<file path="src/rtl/snoop_bus_ctrl.sv">
// N-core snooping coherence bus controller: round-robin miss arbitration, snoop broadcast,
// write-back / fill / invalidate sequencing. Optional macro C2C_XFER_EN enables cache-to-cache transfer.
module snoop_bus_ctrl #(
  parameter int NUM_CPU = 4,
  parameter int ADDR_W  = 11
) (
  input  logic                      clk,
  input  logic                      rst_n,
  input  logic [NUM_CPU-1:0]        read_miss,
  input  logic [NUM_CPU-1:0]        write_miss,
  input  logic [NUM_CPU*ADDR_W-1:0] bico,
  input  logic [NUM_CPU-1:0]        search_found,
  input  logic [2*NUM_CPU-1:0]      snoop_state,
  input  logic                      mem_rdy,
  output logic [NUM_CPU-1:0]        grant,
  output logic [ADDR_W-1:0]         boci,
  output logic [NUM_CPU-1:0]        search,
  output logic [NUM_CPU-1:0]        wback,
  output logic [NUM_CPU-1:0]        invalidate,
  output logic [NUM_CPU-1:0]        datasel,
  output logic                      mem_re,
  output logic                      mem_we,
  output logic                      busy
);
  localparam int PTR_W = (NUM_CPU > 1) ? $clog2(NUM_CPU) : 1;

  typedef enum logic [2:0] {
    S_IDLE, S_GRANT, S_EVAL, S_WB, S_FILL, S_INVAL, S_DONE
  } state_t;

  state_t              state_q, state_d;
  logic [PTR_W-1:0]    ptr_q, ptr_d;
  logic [PTR_W-1:0]    win_q, win_d;
  logic [PTR_W-1:0]    owner_q, owner_d;
  logic                is_wr_q, is_wr_d;
  logic [NUM_CPU-1:0]  shr_q, shr_d;
  logic [ADDR_W-1:0]   boci_q, boci_d;
  logic [NUM_CPU-1:0]  grant_q, grant_d;
  logic [NUM_CPU-1:0]  search_q, search_d;
  logic [NUM_CPU-1:0]  wback_q, wback_d;
  logic [NUM_CPU-1:0]  inv_q, inv_d;
  logic [NUM_CPU-1:0]  datasel_q, datasel_d;
  logic                mem_re_q, mem_re_d;
  logic                mem_we_q, mem_we_d;
  logic                busy_q, busy_d;

  logic [NUM_CPU-1:0]  cand;
  logic                arb_hit;
  logic [PTR_W-1:0]    arb_idx;
  logic [PTR_W-1:0]    idx_w;
  logic                own_hit;
  logic [PTR_W-1:0]    own_idx;
  logic [NUM_CPU-1:0]  shr_now;
  logic [1:0]          st;
  logic [NUM_CPU-1:0]  win_oh;

  function automatic logic [NUM_CPU-1:0] onehot(input logic [PTR_W-1:0] i);
    logic [NUM_CPU-1:0] r;
    r    = '0;
    r[i] = 1'b1;
    return r;
  endfunction

  // Round-robin: scan from the slot after the last winner, wrapping.
  always_comb begin
    cand    = read_miss | write_miss;
    arb_hit = 1'b0;
    arb_idx = '0;
    idx_w   = '0;
    for (int k = 1; k <= NUM_CPU; k++) begin
      idx_w = PTR_W'((int'(ptr_q) + k) % NUM_CPU);
      if (!arb_hit && cand[idx_w]) begin
        arb_hit = 1'b1;
        arb_idx = idx_w;
      end
    end
  end

  // Snoop responses from peers only; state 11 counts as invalid.
  always_comb begin
    own_hit = 1'b0;
    own_idx = '0;
    shr_now = '0;
    st      = 2'b00;
    for (int i = 0; i < NUM_CPU; i++) begin
      st = snoop_state[2*i +: 2];
      if (search_found[i] && (i != int'(win_q))) begin
        if (st == 2'b01 || st == 2'b10) shr_now[i] = 1'b1;
        if (st == 2'b10 && !own_hit) begin
          own_hit = 1'b1;
          own_idx = PTR_W'(i);
        end
      end
    end
  end

  always_comb begin
    state_d = state_q;
    ptr_d   = ptr_q;
    win_d   = win_q;
    owner_d = owner_q;
    is_wr_d = is_wr_q;
    shr_d   = shr_q;
    boci_d  = boci_q;
    case (state_q)
      S_IDLE: if (arb_hit) begin
        state_d = S_GRANT;
        win_d   = arb_idx;
        is_wr_d = write_miss[arb_idx];
        boci_d  = bico[int'(arb_idx)*ADDR_W +: ADDR_W];
      end
      S_GRANT: state_d = S_EVAL;
      S_EVAL: begin
        owner_d = own_idx;
        shr_d   = shr_now;
        if (own_hit)      state_d = S_WB;
        else if (is_wr_q) state_d = S_INVAL;
        else              state_d = S_FILL;
      end
      S_WB: if (mem_rdy) begin
`ifdef C2C_XFER_EN
        state_d = is_wr_q ? S_INVAL : S_DONE;
`else
        state_d = is_wr_q ? S_INVAL : S_FILL;
`endif
      end
      S_FILL:  if (mem_rdy) state_d = S_DONE;
      S_INVAL: state_d = S_DONE;
      S_DONE: begin
        ptr_d   = win_q;
        state_d = S_IDLE;
      end
      default: state_d = S_IDLE;
    endcase
  end

  // Outputs are decoded from the next state so they register in step with it.
  always_comb begin
    win_oh    = onehot(win_d);
    grant_d   = '0;
    search_d  = '0;
    wback_d   = '0;
    inv_d     = '0;
    datasel_d = '0;
    mem_re_d  = 1'b0;
    mem_we_d  = 1'b0;
    busy_d    = (state_d != S_IDLE);
    if (state_d inside {S_GRANT, S_EVAL, S_WB, S_FILL, S_INVAL}) grant_d = win_oh;
    case (state_d)
      S_GRANT: search_d = ~win_oh;
      S_WB: begin
        wback_d  = onehot(owner_d);
        mem_we_d = 1'b1;
`ifdef C2C_XFER_EN
        if (!is_wr_d) datasel_d = win_oh;
`endif
      end
      S_FILL: begin
        mem_re_d  = 1'b1;
        datasel_d = win_oh;
      end
      S_INVAL: inv_d = shr_d & ~win_oh;
      default: ;
    endcase
  end

  always_ff @(posedge clk or negedge rst_n) begin
    if (!rst_n) begin
      state_q   <= S_IDLE;
      ptr_q     <= PTR_W'(NUM_CPU - 1);
      win_q     <= '0;
      owner_q   <= '0;
      is_wr_q   <= 1'b0;
      shr_q     <= '0;
      boci_q    <= '0;
      grant_q   <= '0;
      search_q  <= '0;
      wback_q   <= '0;
      inv_q     <= '0;
      datasel_q <= '0;
      mem_re_q  <= 1'b0;
      mem_we_q  <= 1'b0;
      busy_q    <= 1'b0;
    end else begin
      state_q   <= state_d;
      ptr_q     <= ptr_d;
      win_q     <= win_d;
      owner_q   <= owner_d;
      is_wr_q   <= is_wr_d;
      shr_q     <= shr_d;
      boci_q    <= boci_d;
      grant_q   <= grant_d;
      search_q  <= search_d;
      wback_q   <= wback_d;
      inv_q     <= inv_d;
      datasel_q <= datasel_d;
      mem_re_q  <= mem_re_d;
      mem_we_q  <= mem_we_d;
      busy_q    <= busy_d;
    end
  end

  assign grant      = grant_q;
  assign boci       = boci_q;
  assign search     = search_q;
  assign wback      = wback_q;
  assign invalidate = inv_q;
  assign datasel    = datasel_q;
  assign mem_re     = mem_re_q;
  assign mem_we     = mem_we_q;
  assign busy       = busy_q;
endmodule

</file>
<file path="config.mk">
export PLATFORM = sky130hd
export DESIGN_NAME = snoop_bus_ctrl
export DESIGN_NICKNAME = d
export VERILOG_FILES = /design/src/rtl/snoop_bus_ctrl.sv
export SDC_FILE = /design/constraint.sdc
export NUM_CORES = 1
export LEC_CHECK = 0
export CORE_MARGIN = 2
export CORE_UTILIZATION = 35
export DETAILED_ROUTE_END_ITERATION = 10
export GPL_TIMING_DRIVEN = 1
export PLACE_DENSITY_LB_ADDON = 0.12
export SETUP_SLACK_MARGIN = 0.15
export SLEW_MARGIN = 20
export SYNTH_ARGS = -nofsm -noshare
export SYNTH_HDL_FRONTEND = slang
export SYNTH_SLANG_ARGS = --single-unit
</file>
<file path="constraint.sdc">
create_clock -name clk -period 2.15 [get_ports clk]
set_input_delay 0.43 -clock clk [delete_from_list [all_inputs] [get_ports clk]]
set_output_delay 0.43 -clock clk [all_outputs]
set_load 0.01 [all_outputs]
</file>
==> results of run 1 <==
-- sequential cells by signal, indices dropped and copies added, names as in the netlist, 3 cells and up --
signal,cells
invalidate,4
search,4
state_q,3
grant,4
boci,11
datasel,4
wback,4
shr_q,4
-- stage by stage --
step / instances / area [µm²] / power [W] / util (%)
floorplan: 254 / 2590 / 0.00308 / -
global placement: 479 / 3950 / 0.00423 / 55.0
detailed placement: 479 / 3950 / 0.00426 / 55.0
CTS: 494 / 4250 / 0.00524 / 59.2
global route: 497 / 4370 / 0.00579 / 60.9
finish: 497 / 4370 / 0.00540 / 60.9
-- critical path, delay by kind of cell --
| kind | cells | cell delay, ns |
|---|---|---|
| AO/OA/AOI/OAI | 3 | 0.75 |
| AND/OR/NAND/NOR | 2 | 0.58 |
| buffers and inverters | 3 | 0.37 |
-- power by group through the flow --
stage	combinational (W)	clock [W]	sequential, W
after floorplan	0.00158	0	0.00150
after global placement	0.00275	0	0.00148
after detailed placement	0.00278	0	0.00148
after CTS	0.00319	0.000569	0.00147
after global routing	0.00366	0.000597	0.00153
final	0.00337	0.000557	0.00148
-- worst paths after layout --
check,startpoint,to,slack (ns),depth (start not counted)
max,read_miss[0],invalidate[2],0.19,8
min,rst_n,wback[3],0.07,1
max reg2reg,ptr_q[1],boci[4],0.20,7
min reg2reg,shr_q[1],shr_q[1],0.47,2
max in group asynchronous,rst_n,boci[8],1.57,2
min in group clk,shr_q[1],shr_q[1],0.47,2
-- cells by family (layout without fill, tap and decap cells) --
kind of cell,Yosys count,count (layout),share of synthesized area (%)
AOI/OAI and AO/OA,61,61,19.2
muxes,27,27,10.6
adders and majority gates,4,4,1.95
DFF,48,48,46.9
and+or+nand+nor,91,91,17.3
buffers and inverters,23,167,4.09
-- what timing repair did --
item / 4_1_cts / 5_1_grt
pin swaps: 11 / 5
setup buffers: 5 / 3
setup endpoints to repair: 31 / 30
resized for setup: 46 / 23
cloned: 2 / 0
-- placed cells by master (no fill, tap or decap), types with 4 or more instances in the layout --
| cell type | synthesis | final |
|---|---|---|
| nor2_1 | 25 | 23 |
| nand2_1 | 31 | 30 |
| mux2i_1 | 25 | 18 |
| o21ai_0 | 12 | 9 |
| o221ai_2 | 4 | 4 |
| buf_4 | 2 | 38 |
| inv_1 | 11 | 11 |
| dfrtp_1 | 46 | 46 |
| o221ai_1 | 8 | 8 |
| mux2i_2 | 0 | 4 |
| nor2b_1 | 6 | 5 |
| buf_6 | 1 | 7 |
| clkbuf_8 | 0 | 6 |
| nand3b_1 | 4 | 4 |
| nor3b_1 | 6 | 4 |
| clkdlybuf4s50_1 | 0 | 93 |
-- layout make-up --
cell class	instances	area [µm²]
fill	615	2810
multi-input combinational	183	1460
timing repair buffer	148	1450
sequential	48	1200
tap	99	124
clock buffer	8	90.1
inverter	11	41.3
-- per-layer routing --
metal | track usage, % | up-vias
met3 | 4.39 | 9
met2 | 29.5 | 96
met4 | 5.56 | 0
met1 | 23.3 | 1154
met5 | 0 | -
li1 | - | 1209
==> flow_summary.rst, run 1 <==
.. list-table::
   :header-rows: 1

   * - Metric
     - Value
   * - Routed vias
     - around 2,500
   * - Most frequently used cell type in the post-synthesis netlist
     - dfrtp_1
   * - Result of the run
     - complete, no violations
   * - Number of nets with antenna violations after routing
     - 0
   * - Total global-route track usage
     - approximately 18%
   * - Final clock skew
     - 0.0106 ns
   * - CTS Hold Buffers Added
     - 0
   * - Total negative slack
     - 0 ns
   * - Largest area contributor in the netlist
     - dfrtp_1
   * - Worst-path cell chain
     - buf_6, or4_4, a22o_1, buf_6, a221oi_4, buf_6, a31o_2, nor3b_1
   * - Period utilization
     - slightly above 90%
   * - Async S/R FF share, synth
     - between 90% and 100%
   * - Unrepaired setup endpoints after global routing
     - yes
   * - Summed instance area of the synthesized netlist
     - between 2000 and 3000 µm²
   * - Final count of hold timing violations
     - 0
   * - Htree depth
     - 2
   * - Initial drt markers
     - just over 70
   * - Per-cell via count in the routed design
     - between 4 and 5
   * - Area of the core
     - about 7000 µm²
   * - Global placement routability congestion
     - ~0.79
   * - Setup Slack @ Placement
     - -0.540 ns
   * - Worst slew pin tran
     - between 0.6 and 0.7 ns
   * - Total Nets Final
     - 468
   * - Post-CTS clock slew at the launch and capture registers of the worst setup and hold paths
     - around 0.080 ns
   * - Combinational cell fraction of total power
     - 62.3%
   * - Detailed-routing wirelength on met1
     - ~3100 µm
   * - Count of clock tree sinks
     - 48
   * - Class of the worst hold path
     - input port to asynchronous set/reset pin
   * - Met2 WL post-DR
     - ~3500 µm
   * - CTS tree
     - yes
   * - Crit-path slowest cell
     - or4_4
   * - Total leakage power
     - between 1.5 and 2 nW
   * - DR pass1 iterations
     - 4
   * - Worst Hold Slack
     - ~0.068 ns
   * - CTS Buf Count
     - 5
   * - Via count of the first global-routing pass
     - around 2,400
   * - Clock Path Buffers
     - 2
   * - Met3 routed WL
     - ~470 µm
   * - Latest clock arrival within the worst-skew pair
     - around 0.31 ns
   * - Post-synthesis area per instance
     - 10.1 µm²
   * - Number of core rows
     - 31
   * - Relative contribution of sequential cells to total power
     - 27.4%
   * - Type of the worst setup path
     - input port to flip-flop
   * - Final worst path period need
     - 1.96 ns
   * - Final Max Slew Viols
     - 0
   * - Number of synthesized register bits
     - between 40 and 50
   * - Slowest stage delay, CP
     - 0.53 ns
   * - Per-cell routed wire length
     - roughly 14 µm
   * - Critical path startpoint category
     - input port
   * - Finish-stage setup viols
     - 0
   * - Proportion of power drawn by the clock network
     - between 10% and 20%
   * - Area growth, synth to finish
     - 70.1%
   * - Most common cell type on the critical path
     - buf_6
   * - Internal power
     - around 0.0033 W
   * - Post-detailed-placement half-perimeter wirelength
     - 5220 µm
   * - Synthesis Warnings
     - 0
   * - Setup ws final
     - 0.189 ns
   * - Global-route wire length before repair
     - roughly 11,000 µm
   * - Number of port buffers
     - 100
   * - Proportion of total power due to net switching
     - roughly two fifths
   * - Pin count of the biggest net entering global routing
     - 30
   * - Number of inserted diodes
     - 0
   * - DRC viols
     - 0
   * - Kind of end point of the critical path
     - flip-flop
   * - Boundary Pins
     - a little over 100
   * - Highest attainable clock frequency
     - a little over 500 MHz
   * - Die ar.
     - 8040 µm²
   * - Clock tree root buffer cell
     - clkbuf_8
   * - Data arrival time of the critical path
     - about 2.1 ns
   * - Top cell types by occurrence after synthesis
     - dfrtp_1 (46), nand2_1 (31), mux2i_1 (25), nor2_1 (25), o21ai_0 (12)
   * - Power spent charging and discharging nets
     - around 0.0021 W
   * - Commonest register cell after synthesis
     - dfrtp_1
   * - Max_cap viols
     - 0
   * - Initial standard-cell utilization of the core
     - 35.8%
   * - Top cells by area, synth
     - dfrtp_1 (45%), mux2i_1 (9.7%), nand2_1 (4.5%), nor2_1 (3.7%), o221ai_1 (2.7%)
   * - Layout cell share with drive strength beyond 1
     - 27.4%
   * - Slew headroom
     - between 50% and 60%
   * - Pwr per Cell Area
     - ~1200 nW/µm²
   * - Max layer used
     - met4
   * - Count of flip-flops with a built-in enable after synthesis
     - 0
   * - Final routed wirelength across all metal layers
     - between 7000 and 8000 µm
   * - Share of Yosys cell area claimed by the top area cell type
     - 44.8%
   * - Critical-path maximum fanout
     - 4
   * - Remaining global-route overflow
     - 0
   * - Unique cell type count in the Yosys netlist
     - 47
   * - Antenna violations before repair
     - 0
   * - IR drop worst, VDD
     - approximately 440 µV
   * - Count of mapped cells out of synthesis
     - between 200 and 300
   * - Syn nets
     - approximately 330
   * - Portion of the post-synthesis area used by sequential elements
     - a little under half
   * - Required time reported for the critical path endpoint
     - roughly 2.3 ns
   * - Die extent in x
     - 89.7 µm
   * - Die span in y
     - between 80 and 90 µm
Note: power is estimated with default switching activity, not from simulation.
==> run 2: changes to the inputs <==
--- a/config.mk
+++ b/config.mk
@@ -5,6 +5,7 @@
 export SDC_FILE = /design/constraint.sdc
 export NUM_CORES = 1
 export LEC_CHECK = 0
+export ABC_CLOCK_PERIOD_IN_PS = 2150
 export CORE_MARGIN = 2
 export CORE_UTILIZATION = 35
 export DETAILED_ROUTE_END_ITERATION = 10
==> results of run 2 <==
Same layout as run 1: the final DEF is identical, and so are final timing and power.
==> RTL edit 1 (config.mk and constraints of run 1) <==
The parameter `ADDR_W` goes from 11 to 13.
--- a/src/rtl/snoop_bus_ctrl.sv
+++ b/src/rtl/snoop_bus_ctrl.sv
@@ -4,3 +4,3 @@
   parameter int NUM_CPU = 4,
-  parameter int ADDR_W  = 11
+  parameter int ADDR_W  = 13
 ) (
Ports: changed (resized bico and boci); port bits go from 101 to 111. The function was not compared with the original's and may differ.
==> RTL edit 1 against run 1 <==
Die area rose by 5.7%; sequential cell count rose by 2; total power rose by 4.6%; synthesized area rose by 6.0%; final cell count rose by 10%; design area rose by 6.0%; global-route usage rose by 1.6 points; wire length rose by 15%; worst setup slack improved by 0.0065 ns; largest power group unchanged.
==> RTL edit 1: results (changes against run 1) <==
[global_routing]
use_met1_pct = 22.36  ; was 23.27%
grt_max_degree = 27  ; was 30
grt_pass1_vias = 2815  ; was 2387
grt_pass1_wl_mm = 13.17  ; was 11.10 mm
track_usage_pct = 19.52  ; was 17.90%
grt_use_met3_pct = 4.848  ; was 4.388%
use_met2_pct = 35.54  ; was 29.48%

[final_layout]
multiInputGateArea_um2 = 1509  ; was 1461 µm²
drive_gt1_share_pct = 23.49  ; was 27.39%
nets = 525  ; was 468
buffer_area_share_pct = 33.27  ; was 33.14%

[clock_tree]
clock-sinks = 50  ; was 48
cts.repair.resized = 34  ; was 46
post-cts-setup-buffer-count = 4  ; was 5

[worst_setup_path]
r2r_cells = 6  ; was 7
cp_top_family = simple AND/OR/NAND/NOR gates  ; was compound AO/OA/AOI/OAI gates
reg2reg_slack_ns = 0.35  ; was 0.20 ns
r2r_end = grant[3]  ; was boci[4]

[placement]
post-place-ws_ns = -0.4109  ; was -0.5397 ns
portBuffers = 110  ; was 100
place_area_um2 = 4198  ; was 3948 µm²

[drt]
drtIter0Drc = 51  ; was 71
met3_length_um = 553  ; was 472 µm

[synth]
netlist_instances = 290  ; was 254
ys_seq_area_share_pct = 46.07  ; was 46.88%

[sta]
fmax_mhz = 511.6  ; was 509.9 MHz
holdWs_ns = 0.1089  ; was 0.06798 ns

[status]
outcome = completed  ; unchanged

[pwr]
leakagePower_nw = 2.038  ; was 1.881 nW
ir_drop_v = 0.0005223  ; was 0.0004388 V
intPower_mw = 3.420  ; was 3.339 mW

RTL edit 1: cell types whose count changed in the layout (fill, tap and decap cells not counted), moves of 4 or more:
cell                    run 1  this run
a211oi_1                    0        21
a31oi_1                     2        13
buf_4                      38        45
clkdlybuf4s50_1            93       100
dlymetal6s2s_1              0         4
inv_1                      11        22
mux2i_1                    18        14
mux2i_2                     4         0
nor2_1                     23        31
o221ai_1                    8         1
o221ai_2                    4         0
RTL edit 1: kinds of logic (layout without fill, tap and decap cells):
| kind of cell | Yosys count | count (layout) | synth area share, % |
|---|---|---|---|
| simple gates | 100 | 100 | 17.79 |
| fa+ha+maj | 4 | 4 | 1.839 |
| mux | 15 | 15 | 5.563 |
| compound gates | 84 | 84 | 22.80 |
| buf+inv | 37 | 194 | 5.931 |
| flops | 50 | 50 | 46.07 |
==> RTL edit 2 (flow settings as in run 1) <==
Made on the original files. Take the reset off `datasel_q` and load it in a clocked block of its own.
--- a/src/rtl/snoop_bus_ctrl.sv
+++ b/src/rtl/snoop_bus_ctrl.sv
@@ -179,3 +179,2 @@
       inv_q     <= '0;
-      datasel_q <= '0;
       mem_re_q  <= 1'b0;
@@ -195,3 +194,2 @@
       inv_q     <= inv_d;
-      datasel_q <= datasel_d;
       mem_re_q  <= mem_re_d;
@@ -200,2 +198,6 @@
     end
+  end
+
+  always_ff @(posedge clk) begin
+    datasel_q <= datasel_d;
   end
Check against the original RTL: differs if rst_n is asserted again (counterexample within 4 cycles, from zero or initial values and one cycle with rst_n low); with rst_n held inactive, the same outputs for 4 cycles.
==> RTL edit 2 against run 1 <==
Clock power rose by 3.8%; critical path depth rose by 1; synthesized area fell by 3.2%; combinational power fell by 6.5%; total power fell by 2.7%; wire length rose by 2.8%; core utilization rose by 1.1 points; sequential cell count did not move; worst setup slack got worse by 0.015 ns; clock skew fell by 0.0068 ns; critical path type unchanged; register-to-register slack improved by 0.04 ns; design area fell by 3.0%.
==> RTL edit 2: results (changes against run 1) <==
[worst_setup_path]
reg2reg_slack_ns = 0.24  ; was 0.20 ns
r2r-start = ptr_q[0]  ; was ptr_q[1]
r2r_end = boci[5]  ; was boci[4]
cp_slowest_cell = clkdlybuf4s50_1  ; was or4_4

[global_routing]
grt_pass1_wl_mm = 11.29  ; was 11.10 mm
grt_pass1_vias = 2444  ; was 2387
track_usage_pct = 18.91  ; was 17.90%

[pwr]
clkPwrFrac_pct = 11.0  ; was 10.3%
ir_drop_v = 0.0005252  ; was 0.0004388 V
intPower_mw = 3.230  ; was 3.339 mW
p_seq_mw = 1.53  ; was 1.48 mW
leakagePower_nw = 1.886  ; was 1.881 nW

[synth]
synth-adder-area-share_pct = 2.013  ; was 1.949%
synth_top_family_by_area = simple AND/OR/NAND/NOR gates  ; was compound AO/OA/AOI/OAI gates
synth_ff_type = dfrtp_1  ; unchanged
muxShareOfSynthArea_pct = 10.37  ; was 10.62%
synth_compound_area_share_pct = 17.77  ; was 19.20%
synth_cell_types = 48  ; was 47
synth_area_leaders = dfrtp_1 (42%), mux2i_1 (8.9%), nand2_1 (5.7%)  ; was dfrtp_1 (45%), mux2i_1 (9.7%), nand2_1 (4.5%)
async_flop_share_pct = 91.67  ; was 100.0%
netlist_instances = 243  ; was 254

[placement]
place_congestion = 0.8138  ; was 0.7916
dpl.cell_count = 461  ; was 479
place.detailed.hpwl_mm = 5.235  ; was 5.225 mm

[clock_tree]
post-cts-setup-buffer-count = 10  ; was 5
cts.repair.resized = 21  ; was 46
cts_buffers = 5  ; unchanged

[drt]
drtIter0Drc = 51  ; was 71
vias_per_cell = 5.010  ; was 4.966
avgRoutedWirePerCell_um = 15.13  ; was 14.30 µm

[final_layout]
largest_register_ffs = 11  ; unchanged
instances_no_fill = 483  ; was 497

[sta]
finalClockSkew_ns = 0.003838  ; was 0.01063 ns
tightest_slew_ns = 0.5619  ; was 0.6677 ns

[status]
outcome = completed  ; unchanged

==> RTL edit 2: cell count changes after synthesis, sizes merged, moves of 5 or more <==
cell   change
nor3b      -6
nand2      +6
a22oi      +5
o21ai     -11
==> RTL edit 2: how the worst max path moves through the flow <==
stage	depth (start not counted)	slack (ns)	end	from
after floorplan	8	0.28	datasel[2]	snoop_state[2]
after global placement	6	-0.39	invalidate[3]	write_miss[3]
after detailed placement	7	-0.40	grant[1]	write_miss[3]
after CTS	9	0.15	grant[0]	snoop_state[4]
after global routing	8	0.11	invalidate[2]	snoop_state[1]
final	9	0.17	invalidate[2]	snoop_state[0]
==> RTL edit 2: final cells by class <==
cell class / count / area [µm²]
Clock buffer: 7 / 96.34
Fill cell: 588 / 2596
Inverter: 11 / 41.29
Multi-Input combinational cell: 174 / 1388
Sequential cell: 48 / 1184
Tap cell: 96 / 120.1
Timing Repair Buffer: 147 / 1406
==> RTL edit 2: metal layers <==
layer | global-route usage (%) | part of all wire (%) | routed length, µm | up-vias
met3 | 5.504 | 7.3 | 530 | 15
met2 | 33.70 | 50 | 3639 | 89
met4 | 6.061 | 2.1 | 153 | 0
met5 | 0 | 0 | 0 | -
li1 | - | - | - | 1168
met1 | 21.87 | 41 | 2984 | 1148
==> RTL edit 2: stage by stage <==
stage               setup WS [ns]  power [mW]  hold slack, ns  area [µm²]
floorplan                  0.2787       2.920          0.1344        2486
global placement          -0.3941       4.061          0.4588        3795
detailed placement        -0.4043       4.102          0.4627        3795
CTS                        0.1521       5.023          0.2236        4088
global route               0.1135       5.588          0.2528        4235
finish                     0.1735       5.257          0.1914        4235
